## config.mk

```make
export PLATFORM = sky130hd
export DESIGN_NAME = sync_fifo_flags
export DESIGN_NICKNAME = d
export VERILOG_FILES = /design/src/rtl/fifo_pkg.sv /design/src/rtl/fifo_ram.sv /design/src/rtl/sync_fifo_flags.sv
export SDC_FILE = /design/constraint.sdc
export NUM_CORES = 1
export LEC_CHECK = 0
export BUFFER_PORTS_ARGS = -buffer_cell sky130_fd_sc_hd__buf_2
export CORE_UTILIZATION = 60
export CTS_BUF_LIST = sky130_fd_sc_hd__clkbuf_2
export DETAILED_ROUTE_END_ITERATION = 16
export PLACE_DENSITY_LB_ADDON = 0.3
export SLEW_MARGIN = 10
export SYNTH_ARGS = -nofsm -noshare
export SYNTH_HDL_FRONTEND = slang
export SYNTH_HIERARCHICAL = 1
export SYNTH_SLANG_ARGS = --single-unit
```

## constraint.sdc

```tcl
create_clock -name clk -period 6.9 [get_ports clk]
set_clock_uncertainty 0.05 [all_clocks]
set_input_delay 0.69 -clock clk [delete_from_list [all_inputs] [get_ports clk]]
set_output_delay 0.69 -clock clk [all_outputs]
set_load 0.1 [all_outputs]
```

## src/rtl/fifo_pkg.sv

```systemverilog
// Shared FIFO definitions: read-mode constants and address/count width helpers,
// common to the synchronous FIFO and the planned async FIFO.
package fifo_pkg;

    localparam int FIFO_MODE_STD  = 0;
    localparam int FIFO_MODE_FWFT = 1;

    // Address width never drops below 1 so that a 1- or 2-entry array still has an index bit.
    function automatic int fifo_addr_width(input int depth);
        return (depth < 2) ? 1 : $clog2(depth);
    endfunction

    function automatic int fifo_cnt_width(input int depth);
        return $clog2(depth + 1);
    endfunction

endpackage

```

## src/rtl/fifo_ram.sv

```systemverilog
// Simple dual-port storage: one synchronous write port and one read port that is
// either registered (with synchronous clear) or asynchronous.
module fifo_ram
    import fifo_pkg::*;
#(
    parameter int DATA_WIDTH = 8,
    parameter int DEPTH      = 8,
    parameter int ADDR_WIDTH = fifo_addr_width(DEPTH),
    parameter int REG_READ   = 1
) (
    input  logic                  clk,
    input  logic                  rst,
    input  logic                  wr_en,
    input  logic [ADDR_WIDTH-1:0] wr_addr,
    input  logic [DATA_WIDTH-1:0] wr_data,
    input  logic                  rd_en,
    input  logic [ADDR_WIDTH-1:0] rd_addr,
    output logic [DATA_WIDTH-1:0] rd_data
);

    logic [DATA_WIDTH-1:0] mem [DEPTH];

    always_ff @(posedge clk) begin
        if (wr_en) begin
            mem[wr_addr] <= wr_data;
        end
    end

    generate
        if (REG_READ != 0) begin : g_reg_read
            logic [DATA_WIDTH-1:0] rd_q;

            always_ff @(posedge clk) begin
                if (rst) begin
                    rd_q <= '0;
                end else if (rd_en) begin
                    rd_q <= mem[rd_addr];
                end
            end

            assign rd_data = rd_q;
        end else begin : g_async_read
            // Combinational read has no use for the clear or the read strobe.
            logic unused_ok;
            assign unused_ok = ^{rst, rd_en};
            assign rd_data   = mem[rd_addr];
        end
    endgenerate

endmodule

```

## src/rtl/sync_fifo_flags.sv

```systemverilog
// Single-clock FIFO with arbitrary depth, optional first-word-fall-through,
// almost-full/empty thresholds, occupancy count, flush and sticky error flags.
module sync_fifo_flags
    import fifo_pkg::*;
#(
    parameter int DATA_WIDTH = 8,
    parameter int FIFO_DEPTH = 8,
    parameter int FWFT       = FIFO_MODE_STD,
    parameter int AF_LEVEL   = 6,
    parameter int AE_LEVEL   = 1
) (
    input  logic                                  clk,
    input  logic                                  rst,
    input  logic                                  flush,
    input  logic                                  wr_en,
    input  logic [DATA_WIDTH-1:0]                 wr_data,
    input  logic                                  rd_en,
    output logic [DATA_WIDTH-1:0]                 rd_data,
    output logic                                  full,
    output logic                                  empty,
    output logic                                  almost_full,
    output logic                                  almost_empty,
    output logic [fifo_cnt_width(FIFO_DEPTH)-1:0] count,
    output logic                                  overflow,
    output logic                                  underflow
);

    localparam int ADDR_WIDTH = fifo_addr_width(FIFO_DEPTH);
    localparam int CNT_WIDTH  = fifo_cnt_width(FIFO_DEPTH);

    localparam logic [CNT_WIDTH-1:0]  DEPTH_CNT = CNT_WIDTH'(FIFO_DEPTH);
    localparam logic [CNT_WIDTH-1:0]  AF_CNT    = CNT_WIDTH'(AF_LEVEL);
    localparam logic [CNT_WIDTH-1:0]  AE_CNT    = CNT_WIDTH'(AE_LEVEL);
    localparam logic [ADDR_WIDTH-1:0] LAST_PTR  = ADDR_WIDTH'(FIFO_DEPTH - 1);

    if (FIFO_DEPTH < 2) begin : g_chk_depth
        $error("sync_fifo_flags: FIFO_DEPTH must be at least 2");
    end
    if (AF_LEVEL < 1 || AF_LEVEL > FIFO_DEPTH) begin : g_chk_af
        $error("sync_fifo_flags: AF_LEVEL must lie in 1..FIFO_DEPTH");
    end
    if (AE_LEVEL < 0 || AE_LEVEL > FIFO_DEPTH - 1) begin : g_chk_ae
        $error("sync_fifo_flags: AE_LEVEL must lie in 0..FIFO_DEPTH-1");
    end

    logic [ADDR_WIDTH-1:0] wr_ptr;
    logic [ADDR_WIDTH-1:0] rd_ptr;
    logic [CNT_WIDTH-1:0]  cnt_q;
    logic                  active;
    logic                  rd_ok;
    logic                  wr_ok;

    // Flags decode only the registered count, so requests never reach them combinationally.
    assign count        = cnt_q;
    assign full         = (cnt_q == DEPTH_CNT);
    assign empty        = (cnt_q == '0);
    assign almost_full  = (cnt_q >= AF_CNT);
    assign almost_empty = (cnt_q <= AE_CNT);

    // A full FIFO still takes a write when a read frees the slot in the same cycle.
    assign active = ~rst & ~flush;
    assign rd_ok  = active & rd_en & ~empty;
    assign wr_ok  = active & wr_en & (~full | rd_ok);

    always_ff @(posedge clk) begin
        if (rst || flush) begin
            wr_ptr    <= '0;
            rd_ptr    <= '0;
            cnt_q     <= '0;
            overflow  <= 1'b0;
            underflow <= 1'b0;
        end else begin
            if (wr_ok) begin
                wr_ptr <= (wr_ptr == LAST_PTR) ? '0 : wr_ptr + 1'b1;
            end
            if (rd_ok) begin
                rd_ptr <= (rd_ptr == LAST_PTR) ? '0 : rd_ptr + 1'b1;
            end
            case ({wr_ok, rd_ok})
                2'b10:   cnt_q <= cnt_q + 1'b1;
                2'b01:   cnt_q <= cnt_q - 1'b1;
                default: cnt_q <= cnt_q;
            endcase
            if (wr_en && !wr_ok) begin
                overflow <= 1'b1;
            end
            if (rd_en && !rd_ok) begin
                underflow <= 1'b1;
            end
        end
    end

    fifo_ram #(
        .DATA_WIDTH (DATA_WIDTH),
        .DEPTH      (FIFO_DEPTH),
        .ADDR_WIDTH (ADDR_WIDTH),
        .REG_READ   ((FWFT == FIFO_MODE_FWFT) ? 0 : 1)
    ) u_ram (
        .clk     (clk),
        .rst     (rst),
        .wr_en   (wr_ok),
        .wr_addr (wr_ptr),
        .wr_data (wr_data),
        .rd_en   (rd_ok),
        .rd_addr (rd_ptr),
        .rd_data (rd_data)
    );

endmodule

```

* After elaboration in Yosys (flattened, before gate mapping)
Memory sizes are Yosys's and may differ from the RTL's. A register that Yosys moved wholly into a read port is not among the register bits. Index checks and enable logic that the tools add are counted.
Operators by class: add/sub/neg operators 4, multiply operators 0, divide/modulo/power cells 0, magnitude comparators 2, eq/ne operators 5, shift operators 0, muxes and demuxes 5, bitwise operators 10, reductions and logical operators 7
Operators with widths (number):
- $pmux W4 S2 | 1
- $add A3 B1 Y3 const B | 2
- $eq A3 B3 Y1 const B | 2
- $mux W3 | 2
- $and A1 B1 Y1 | 5
- $add A4 B1 Y4 const B | 1
- $eq A4 B4 Y1 const B | 1
- $ge A4 B3 Y1 const B | 1
- $le A4 B1 Y1 const B | 1
- $logic_not A4 Y1 | 1
- $not A1 Y1 | 4
- $sub A4 B1 Y4 const B | 1
- $eq A2 B1 Y1 const B | 1
- $eq A2 B2 Y1 const B | 1
- $logic_and A1 B1 Y1 | 2
- $logic_not A1 Y1 | 2
- $mux W1 | 2
- $reduce_bool A2 Y1 | 1
- $logic_or A1 B1 Y1 | 1
- $or A1 B1 Y1 | 1
Word-level totals: register bits after elaboration 12, bits in latches 0, RAM bits 64, ROM bits 0, output and inout bits 18, logic and storage cells 39, memories 1
Memories:
- u_ram.mem | depth 8, width 8, rd ports 1, clocked after Yosys merged registers in 1, write ports 1, RTL line fifo_ram.sv:21 | logic [DATA_WIDTH-1:0] mem [DEPTH];

* Logic depth before layout (Yosys ltp)
Gate-level depths: netlist of the first run.
depth in word-level cells 8, depth in mapped cells 9, mapped depth without buffers 9

* By module
The synthesis of the first run kept the hierarchy.
By module, submodules not included:
- fifo_ram | times used 1, cells an instance 162, area each 2812.7 um^2
- sync_fifo_flags | times used 1, cells an instance 76, area each 684.4 um^2

* Least setup slack after synthesis of the first run
No wires, ideal clock.
kind register to register, start reg cnt_q[1] (netlist: count[1]), end reg cnt_q[3] (netlist: count[3]), library setup time 75 ps, arrival 4903 ps, required time 6775 ps, slack 1872 ps, cell stages (with the launch flop) 10, period minus slack after synthesis 5028 ps, cell sequence dfxtp_1 > inv_1 > ha_1 > nor3b_1 > or3_1 > inv_1 > ha_1 > nand4b_1 > a2111o_1 > o21ai_0
On the way: word-level cells in the longest chain between the ends 7, elaborated cells on any way between the ends 13, classes of those cells add/sub (2); eq/ne (3); mux (1); bitwise (5); reduce/logical (2)
RTL lines:
- start, declared | RTL line sync_fifo_flags.sv:48 | logic [CNT_WIDTH-1:0] cnt_q;
- start signal, assigned | RTL line sync_fifo_flags.sv:80 | 2'b10: cnt_q <= cnt_q + 1'b1;
- start signal, assigned | RTL line sync_fifo_flags.sv:81 | 2'b01: cnt_q <= cnt_q - 1'b1;
- start signal, assigned | RTL line sync_fifo_flags.sv:82 | default: cnt_q <= cnt_q;
- $logic_not A4 Y1 * | RTL line sync_fifo_flags.sv:56 | assign empty = (cnt_q == '0);
- net empty | RTL line sync_fifo_flags.sv:20 | output logic empty,
- $not A1 Y1 * | RTL line sync_fifo_flags.sv:62 | assign rd_ok = active & rd_en & ~empty;
- $and A1 B1 Y1 * | RTL line sync_fifo_flags.sv:62
- net rd_ok | RTL line sync_fifo_flags.sv:50 | logic rd_ok;
- $or A1 B1 Y1 | RTL line sync_fifo_flags.sv:63 | assign wr_ok = active & wr_en & (~full | rd_ok);
- $and A1 B1 Y1 | RTL line sync_fifo_flags.sv:63
- $eq A2 B1 Y1 / $eq A2 B2 Y1 (equally long branches) | RTL line sync_fifo_flags.sv:79 | case ({wr_ok, rd_ok})
- $pmux W4 S2 / $reduce_bool A2 Y1 (equally long branches)
The timed path passes the listed nets; every way through them passes the cells marked *. A chain may end at the register's enable or synchronous reset.

* Final worst setup path of the first run
start reg cnt_q[0] (netlist: count[0]), end reg cnt_q[3] (netlist: count[3])
On the way: word-level cells in the longest chain between the ends 7, elaborated cells on any way between the ends 13, classes of those cells add/sub (2); eq/ne (3); mux (1); bitwise (5); reduce/logical (2)
RTL lines (RTL line):
- $logic_not A4 Y1 * | sync_fifo_flags.sv:56
- $not A1 Y1 * | sync_fifo_flags.sv:62
- $and A1 B1 Y1 * | sync_fifo_flags.sv:62
- net rd_ok | sync_fifo_flags.sv:50
- $or A1 B1 Y1 | sync_fifo_flags.sv:63
- $and A1 B1 Y1 | sync_fifo_flags.sv:63
- $eq A2 B1 Y1 / $eq A2 B2 Y1 (equally long branches) | sync_fifo_flags.sv:79
- $pmux W4 S2 / $reduce_bool A2 Y1 (equally long branches)
Marks and branches as above.

==> impl_results.md, run 1 <==
* # setup viols final at 0
* Wire length per cell at between 15 and 20 um
* Mux contribution to synthesized area at 0.100
* CP max stage cell: dfxtp_1
* Mapped Avg Cell Area at 14.7 um^2
* Final Hold Slack at ~0.36 ns
* Minimum clock period at between 3 and 4 ns
* Grt ovf at 0
* Share of layout cells above drive strength 1 at 0.254
* Tot Pwr at 0.883 mW
* All-Layer GR Usage at 0.239
* Worst r2r src: count[0]
* Initial DRT Pass Iterations at 4
* Pwr Density at 232 nW/um^2
* Root Buffer: clkbuf_2
* Rows at 27
* Cell variety after synth at 38
* Antenna cells at 0
* Setup crit start kind: flop
* First-pass GRT wire length at 10400 um
* Post-route clock period utilization at 0.485
* ANT nets after route at 0
* Worst-path clk slew at between 0.2 and 0.25 ns
* WL final at 6670 um
* CTS Buf Count at 9
* Die Ht at 78.3 um
* Post-synth top area cell: edfxtp_1
* Post-CTS Setup Bufs at 0
* Worst vdd ir at ~0.14 mV
* Critical Path RT at ~7.3 ns
* Largest net degree at the start of global routing at 36
* CP endpoint kind: flop
* Crit-path max FO at 17
* WS Path Type: flop to flop
* Depth of the worst register-to-register path at 9
* CTS tree: built
* R2R Path End: count[3]
* Hold crit path type: input port to flop
* # DRC at 0
* MaxCap Viol Count at 0
* Non-Filler Instances at 348
* Worst hold start: wr_data[3]
* Post-synthesis adder-cell area fraction at 0.0322
* Area share of the largest cell type after synthesis at 0.550
* Synth Area in Simple Gates at 0.0708
* Ys Warns at 6
* Clk_lat worst skew at 0.53 ns
* Critical path startpoint: count[0]
* Crit path cell chain: inv_1 > ha_1 > nor3b_1 > or3_1 > inv_1 > ha_1 > or4b_4 > a2111o_1 > o21ai_0
* Hold path cells at 1
* Die area at just over 6000 um^2
* DP Wirelength at between 4000 and 5000 um
* IO Port Bufs at 30
* Leakage power at 1.33 nW
* Vias at 2067
* Main combinational cell family by area after synthesis: multiplexers
* IO Pins at 31
* 1st-iter DRT viols at 177
* Initial core utilization at 0.627
* Hold Path End: u_ram/mem[6][3]
* Post-cts resize count at 0
* RSZ-0062 raised after global routing: false
* Initial antenna violation count at 0
* Seq/Total Area, Yosys at 0.664
* Inst Count DP at 332
* Hold buffers post-CTS at 0
* Xor-xnor portion of the synthesized cell area at 0.00501
* Setup TNS at 0 ns
* Die X at 78.3 um
* Cells after synthesis at around 240
* Buf/Inv on CP at 2
* Routability Congestion at 0.749
* Vias/cell at 5.94
* Setup slack, reg-to-reg at roughly 3.6 ns
* Cell family with most CP delay: simple AND/OR/NAND/NOR gates
* Synth Area in Compound Gates at 0.0934
* CTS max path bufs at 2
* Run status: finished clean
* Area grow syn2layout at 8.94%
* Post-Syn Area at 3500 um^2
* FMAX at 299 MHz
* Synth top area cells: edfxtp_1, dfxtp_1, mux2_2
* Vias in the first global route at roughly 2.0k
* Slew headroom at 0.309
* Final core occ at 0.684
* Slowest stage delay, CP at 0.51 ns
* Final Hold Viols at 0
* Clock H-tree levels at 3
* Core area at 5570 um^2
* Worst slew pin tran at just over 1 ns
* Nets at 293
* Final Max Slew Viols at 0
* Yosys reg bits at 84
* Mapped Nets at 260
* CP arrival at 3.75 ns
* Filler cells at roughly 400
* Clock sink total at 84
worst register-to-register path: cells and delay by family, from the launching register on:
family / cells / cell delay (ns)
AO/OA/AOI/OAI: 2 / 0.50
adder cells (fa/ha/maj): 2 / 0.60
buffers and inverters: 2 / 0.53
flip-flops: 1 / 0.51
AND/OR/NAND/NOR: 3 / 1.12
power by group:
| part | internal [mW] | leakage (nW) | switching, mW |
|---|---|---|---|
| Clock | 0.124 | 0.0788 | 0.169 |
| Combinational | 0.0107 | 0.509 | 0.0305 |
| Sequential | 0.547 | 0.738 | 0.00224 |
| Total | 0.681 | 1.33 | 0.202 |
cells in the final DEF (no fill, tap or decap), drive strengths merged, types with 3 or more instances in the layout:
cell type / count
edfxtp: 64
buf: 32
nor2: 20
dfxtp: 20
mux2i: 17
mux2: 16
clkbuf: 11
inv: 10
ha: 9
a211oi: 9
o21ai: 8
o22ai: 7
a221o: 7
a21oi: 6
nand2b: 5
nand2: 4
nor3: 4
or3: 3
o211ai: 3
cells by family after synthesis:
kind of cell               count (synthesis)
DFF                                       84
and+or+nand+nor                           46
muxes                                     33
buffers and inverters                     19
AOI/OAI and AO/OA                         45
adders and majority gates                  9
xor gates and xnor gates                   2
flip-flops by register name (all words and copies together), names as in the netlist:
register,cells
wr_ptr,3
u_ram/mem,64
rd_ptr,3
u_ram/rd_data,8
count,4
underflow,1
overflow,1
per-layer routing:
layer  GRT usage  vias to the layer above  share of wire
met4       0.131                        0          0.018
met1       0.326                     1001           0.46
met5           0                        -              0
met2       0.361                       63           0.47
li1            -                      988              -
met3      0.0477                       15          0.050
metrics by stage:
stage	worst slack [ns]	cell area, um^2
after floorplan	1.87	3500
after global placement	3.50	3670
after detailed placement	3.45	3670
after CTS	3.57	3810
after global routing	3.31	3810
final	3.55	3810
worst max-delay path by stage:
| stage | end | cells past startpoint |
|---|---|---|
| after floorplan | count[3] | 9 |
| after global placement | count[3] | 8 |
| after detailed placement | count[3] | 8 |
| after CTS | count[3] | 9 |
| after global routing | count[3] | 9 |
| final | count[3] | 9 |
layout make-up:
class	instances	area, um^2	area share
repair buffers	32	165	0.0433
well taps	72	90.1	0.0236
multi-input cells	135	1060	0.278
clock inverters	5	83.8	0.0220
flip-flops and latches	84	2320	0.610
clock buffers	11	55.1	0.0144
inverters	9	33.8	0.00887
synthesized netlist by cell type (all sizes together):
library cell / instances
nand2: 4
o22ai: 7
edfxtp: 64
o211ai: 3
nand3b: 2
or4b: 2
nor3b: 1
nand4b: 1
o31ai: 1
and4bb: 1
nand2b: 5
or4: 1
ha: 9
a211oi: 9
nor2: 20
nor2b: 1
clkbuf: 2
inv: 9
a2111o: 1
nor3: 4
a221o: 7
or3: 3
dfxtp: 20
mux2i: 17
o221ai: 1
a21oi: 6
a22oi: 1
or2: 1
xor2: 2
mux2: 16
buf: 8
o21a: 1
o21ai: 8
No activity file was read; power rests on OpenSTA's default activity.
==> run 2: changes to the inputs <==
Settings changed: ABC_AREA set to 1.
Clock period 6.9 ns to 3.1 ns, I/O delays scaled along.
==> run 2 against run 1 <==
Global-route usage rose by 2.0 points. Flip-flop and latch count did not move. Fmax rose by 46%. Largest power group unchanged. Highest routed layer unchanged.
==> impl_results.md, run 2 <==
* FMAX at 435 MHz
* # DRC at 0
* Setup crit start kind: flop
* Sequential Power Share at 0.656
* Pint at 1.43 mW
* Max reg flops at 64
* CTS max path bufs at 2
* Die area at ~6700 um^2
* Clk_lat worst skew at 0.50 ns
* Pre-CTS setup slack at 0.835 ns
* CTS tree: built
* Post-route clock period utilization at 0.741
* 1st-iter DRT viols at approximately 420
* EDFF count, synth at between 60 and 70
* Share of layout cells above drive strength 1 at 0.138
* Vias/cell at 5.27
* Cells after synthesis at between 400 and 500
* Root Buffer: clkbuf_2
* Cell variety after synth at 23
* Die X at just over 80 um
* Grt ovf at 0
* Slew headroom at 0.453
* IO Pins at 31
* Pwr Density at 453 nW/um^2
* Primary FF master, synth: edfxtp_1
* Setup TNS at 0 ns
* Post-synth top cells: nand2_1, inv_1, edfxtp_1, nand3_1, nor2_1
* Net switching power at 0.431 mW
* Vias in the first global route at 2462
* Setup slack, reg-to-reg at 0.80 ns
* WS Path Type: flop to flop
* Post-route design area at 4120 um^2
* # setup viols final at 0
* MaxCap Viol Count at 0
* Hold path cells at 3
* ANT nets after route at 0
* R2R Path End: count[3]
* Initial DRT Pass Iterations at 5
* Synth top area cells: edfxtp_1, dfxtp_1, nand2_1
* Clock sink total at 84
* Worst r2r src: count[0]
* Clock H-tree levels at 3
* Vias at 2721
* Hold Path End: overflow
* Hold crit path type: input port to flop
* Final Max Slew Viols at 0
* Rows at 28
* First-pass GRT wire length at about 12000 um
* Worst setup margin at about 0.80 ns
* Run status: finished clean
* Final Hold Viols at 0
* Worst slew pin tran at 0.819 ns
* IO Port Bufs at 30
* Leakage power at 1.92 nW
* Die Ht at 82.0 um
* Area grow syn2layout at 7.27%
* DP Wirelength at 5530 um
* Async set or reset register ratio after synthesis at 0
* WL final at about 7700 um
* Initial antenna violation count at 0
* Area share of the largest cell type after synthesis at 0.501
* Seq/Total Area, Yosys at 0.605
* Post-Syn Area at 3840 um^2
* Commonest non-fill, non-tap cell in the layout: nand2_1
* Worst hold start: wr_en
* CP endpoint kind: flop
* Post-place instance area at 3990 um^2
* Mapped Nets at 426
* Combinational power share at 0.059
* Yosys reg bits at 84
* Depth of the worst register-to-register path at 10
* Switching Fraction at 0.231
* RSZ-0062 raised after global routing: false
* Core area at 6060 um^2
* Nets at 458
* All-Layer GR Usage at 0.259
* Ys Warns at 6
* Commonest cells after routing, fill and taps aside: nand2_1, inv_1, edfxtp_1
* Critical Path RT at 3.46 ns
* Initial core utilization at 0.633
* Worst vdd ir at 0.256 mV
* Non-Filler Instances at 516
* Most flops, register: u_ram/mem
* Clock Power Share at 0.285
* CTS Buf Count at 9
* Count leader, synth: nand2_1
* Routability Congestion at 0.828
* Wire length per cell at between 10 and 15 um
* Mapped Avg Cell Area at 9.50 um^2
* Antenna cells at 0
* Inst Count DP at 498
* Post-synth top area cell: edfxtp_1
* CP arrival at 2.66 ns
* Crit-path max FO at 20
* Minimum clock period at roughly 2.3 ns
* Largest net degree at the start of global routing at 33
* Worst-path clk slew at around 0.19 ns
run 2: changes by cell type after synthesis, sizes merged, moves of 6 or more:
| cell | previous run | this run |
|---|---|---|
| a21oi | 6 | 12 |
| o22ai | 7 | 0 |
| mux2 | 16 | 0 |
| nor2 | 20 | 26 |
| mux2i | 17 | 0 |
| inv | 9 | 83 |
| a221o | 7 | 0 |
| a211oi | 9 | 0 |
| nand2 | 4 | 102 |
| nand3 | 0 | 59 |
run 2: worst max-delay path by stage:
stage	start	end	slack, ns	cells past startpoint
floorplan	count[1]	almost_full	0.008	3
global placement	count[1]	count[3]	0.94	10
detailed placement	count[0]	count[3]	0.84	10
CTS	count[0]	empty	0.78	5
global route	count[0]	count[3]	0.57	10
finish	count[0]	count[3]	0.80	10
run 2: layout make-up:
type / count / area, um^2
multi-input combinational: 223 / 1090
tap: 75 / 93.8
clock inverter: 4 / 41.3
inverter: 84 / 324
fill: 463 / 1950
clock buffer: 12 / 60.1
sequential: 84 / 2320
timing repair buffer: 34 / 185
run 2: through the flow:
stage / util / hold WS [ns] / power (mW)
global route: 0.679 / 0.0173 / 1.93
finish: 0.679 / 0.0447 / 1.86
global placement: 0.659 / 0.415 / 1.35
floorplan: - / 0.359 / 1.32
detailed placement: 0.659 / 0.401 / 1.35
CTS: 0.676 / 0.0188 / 1.87
run 2: per-layer routing:
layer	GRT usage	up-vias	routed length, um
li1	-	1348	-
met1	0.365	1251	3470
met2	0.386	104	3570
met3	0.0522	18	479
met4	0.119	0	213
met5	0	-	0
run 2: logic make-up after synthesis:
kind of cell	synth area share
AOI/OAI and AO/OA	0.0372
buffers and inverters	0.111
and+or+nand+nor	0.215
adders and majority gates	0.0294
DFF	0.605
xor gates and xnor gates	0.00228
run 2: worst max-delay path, stage by stage, from the launching register on:
cell and delay (ns):
dfxtp_1 0.45, inv_1 0.13, ha_1 0.28, nand3_1 0.14, nand3_2 0.12, inv_2 0.29
ha_1 0.36, nor2_1 0.12, nand3_1 0.10, a21oi_1 0.14, nor2_1 0.06
run 2: power by group through the flow:
stage          clock network, mW  logic, mW  registers [mW]
2_1_floorplan                  0     0.0519            1.27
3_3_place_gp                   0      0.105            1.25
3_5_place_dp                   0      0.107            1.25
4_1_cts                    0.541      0.108            1.22
5_1_grt                    0.587      0.118            1.22
6_report                   0.532      0.109            1.22
run 2: what timing repair did:
item                      CTS  global route
hold endpoints to repair    0             3
hold buffers                0             2
gates resized for setup     0             0
buffers inserted            0             0
==> run 3: changes to the inputs <==
Settings changed: CORE_UTILIZATION 60 to 56.
Clock period 3.1 ns to 2.1 ns, I/O delays scaled along.
==> run 3 against run 2 <==
The run now ends with DRC left. Core utilization decreased by 0.26 points. Worst setup slack got worse by 0.64 ns. Combinational power increased by 68%. Design area increased by 6.7%. Register-to-register slack got worse by 0.60 ns. Hold slack improved by 0.37 ns. Clock-buffer cell count decreased by 3. Via count increased by 1.1%. Critical path type is now flop to output pin. Non-clock buffer count increased by 26. Largest cell class unchanged. Highest routed layer unchanged.
==> impl_results.md, run 3 (synthesized netlist as in run 2, its figures left out) <==
* Worst setup margin at 0.159 ns
* Run status: finished with violations
* Tot Pwr at approximately 2.7 mW
* FF+latch area at 2330 um^2
* CTS max path bufs at 2
* ANT nets after route at 0
* IO Pins at 31
* Commonest non-fill, non-tap cell in the layout: nand2_1
* Slew headroom at 0.676
* WS Path Type: flop to output pin
* Crit-path max FO at 7
* Minimum clock period at between 1.5 and 2 ns
* # setup viols final at 0
* Slowest stage delay, CP at 0.42 ns
* Commonest cells after routing, fill and taps aside: nand2_1, inv_1, edfxtp_1
* Critical Path RT at about 1.8 ns
* Die X at 84.8 um
* Area grow syn2layout at 14.5%
* Buf/Inv on CP at 3
* Crit path top cell by count: inv_1
* Pre-CTS setup slack at 0.138 ns
* Worst-path clk slew at between 0.2 and 0.25 ns
* Critical path capture point: full
* Hold crit path type: input port to flop
* Depth of the worst register-to-register path at 9
* CP endpoint kind: output pin
* Final Hold Viols at 0
* Vias in the first global route at about 2.6k
* 1st-iter DRT viols at 132
* CTS Buf Count at 9
* CTS tree: built
* Antenna cells at 0
* Worst vdd ir at 0.391 mV
* Root Buffer: clkbuf_2
* Nets at 484
* Clock H-tree levels at 3
* Inst Count DP at 516
* Post-CTS Setup Bufs at 0
* Post-route design area at 4390 um^2
* All-Layer GR Usage at 0.229
* Worst hold start: wr_data[6]
* FMAX at 515 MHz
* Max reg flops at 64
* Initial core utilization at 0.591
* Cell family with most CP delay: buffers and inverters
* Final Max Slew Viols at 0
* Routability Congestion at 0.825
* Filler cells at around 470
* Critical path startpoint: count[1]
* DP Wirelength at about 5000 um
* Vias/cell at 5.06
* Post-route clock period utilization at 0.924
* # DRC at 1
* Core area at ~6500 um^2
* RSZ-0062 raised after global routing: false
* Clock sink total at 84
* Setup crit start kind: flop
* Die Ht at 84.8 um
* Hold path cells at 2
* WL final at about 7600 um
* Post-place instance area at 4140 um^2
* Worst r2r src: count[1]
* Share of layout cells above drive strength 1 at 0.191
* IO Port Bufs at 30
* Worst slew pin tran at between 0.4 and 0.5 ns
* Non-Filler Instances at 544
* Die area at a little over 7000 um^2
* Setup slack, reg-to-reg at 0.20 ns
* Failing checks: DRC
* Rows at 29
* CP arrival at 1.68 ns
* Initial antenna violation count at 0
* Leakage power at 2.06 nW
* CP max stage cell: dfxtp_4
* MaxCap Viol Count at 0
* Setup TNS at 0 ns
* Crit path cell chain: inv_1 > ha_4 > nand3_1 > inv_1 > buf_4
* Pwr Density at 616 nW/um^2
* Final core occ at 0.676
* Crit path depth at 5
* Vias at between 2k and 3k
* Initial DRT Pass Iterations at 10
* Grt ovf at 0
* Clk_lat worst skew at between 0.5 and 0.6 ns
* Wire length per cell at roughly 14 um
* First-pass GRT wire length at approximately 12000 um
* Final Hold Slack at about 0.42 ns
* R2R Path End: count[3]
* Most flops, register: u_ram/mem
* Largest net degree at the start of global routing at 33
* Footprint of the multi-input gates at about 1100 um^2
-- run 3: cell count changes in the layout (fill, tap and decap cells not counted), moves of 3 or more --
cell,before,now
clkinv_4,0,3
dlygate4sd3_1,2,12
dfxtp_1,20,16
buf_4,2,20
clkbuf_2,12,9
buf_2,30,26
-- run 3: final cells by class --
class                   instances  area share
clock buffers                   9      0.0103
clock inverters                 7      0.0117
inverters                      84      0.0738
multi-input cells             223       0.253
flip-flops and latches         84       0.531
well taps                      77      0.0219
repair buffers                 60      0.0983
-- run 3: power by group --
part / internal [mW] / switching (mW)
Clock: 0.164 / 0.556
Sequential: 1.80 / 0.00685
Combinational: 0.0591 / 0.124
-- run 3: worst register-to-register path, stage by stage (launching register included) --
cell,delay [ns]
dfxtp_4,0.42
inv_1,0.14
ha_4,0.18
nand4_2,0.18
nand2_4,0.13
ha_2,0.31
nor2_1,0.13
nand2_1,0.09
a21oi_1,0.15
nor2_1,0.06
-- run 3: routing by layer --
| metal | vias to the layer above | track usage | wire length (um) | share of wire |
|---|---|---|---|---|
| li1 | 1404 | - | - | - |
| met1 | 1258 | 0.267 | 3130 | 0.41 |
| met2 | 75 | 0.386 | 3800 | 0.50 |
| met3 | 13 | 0.0757 | 447 | 0.059 |
| met4 | 0 | 0.106 | 168 | 0.022 |
| met5 | - | 0 | 0 | 0 |
-- run 3: what timing repair did --
item	in CTS	in global routing
setup endpoints to repair	3	7
hold buffers	12	0
gates resized for setup	3	9
hold endpoints to repair	80	0
-- run 3: worst min path at each step --
stage	to
global route	u_ram/mem[7][1]
detailed placement	overflow
finish	u_ram/mem[3][6]
global placement	underflow
CTS	u_ram/mem[3][6]
floorplan	u_ram/mem[0][0]
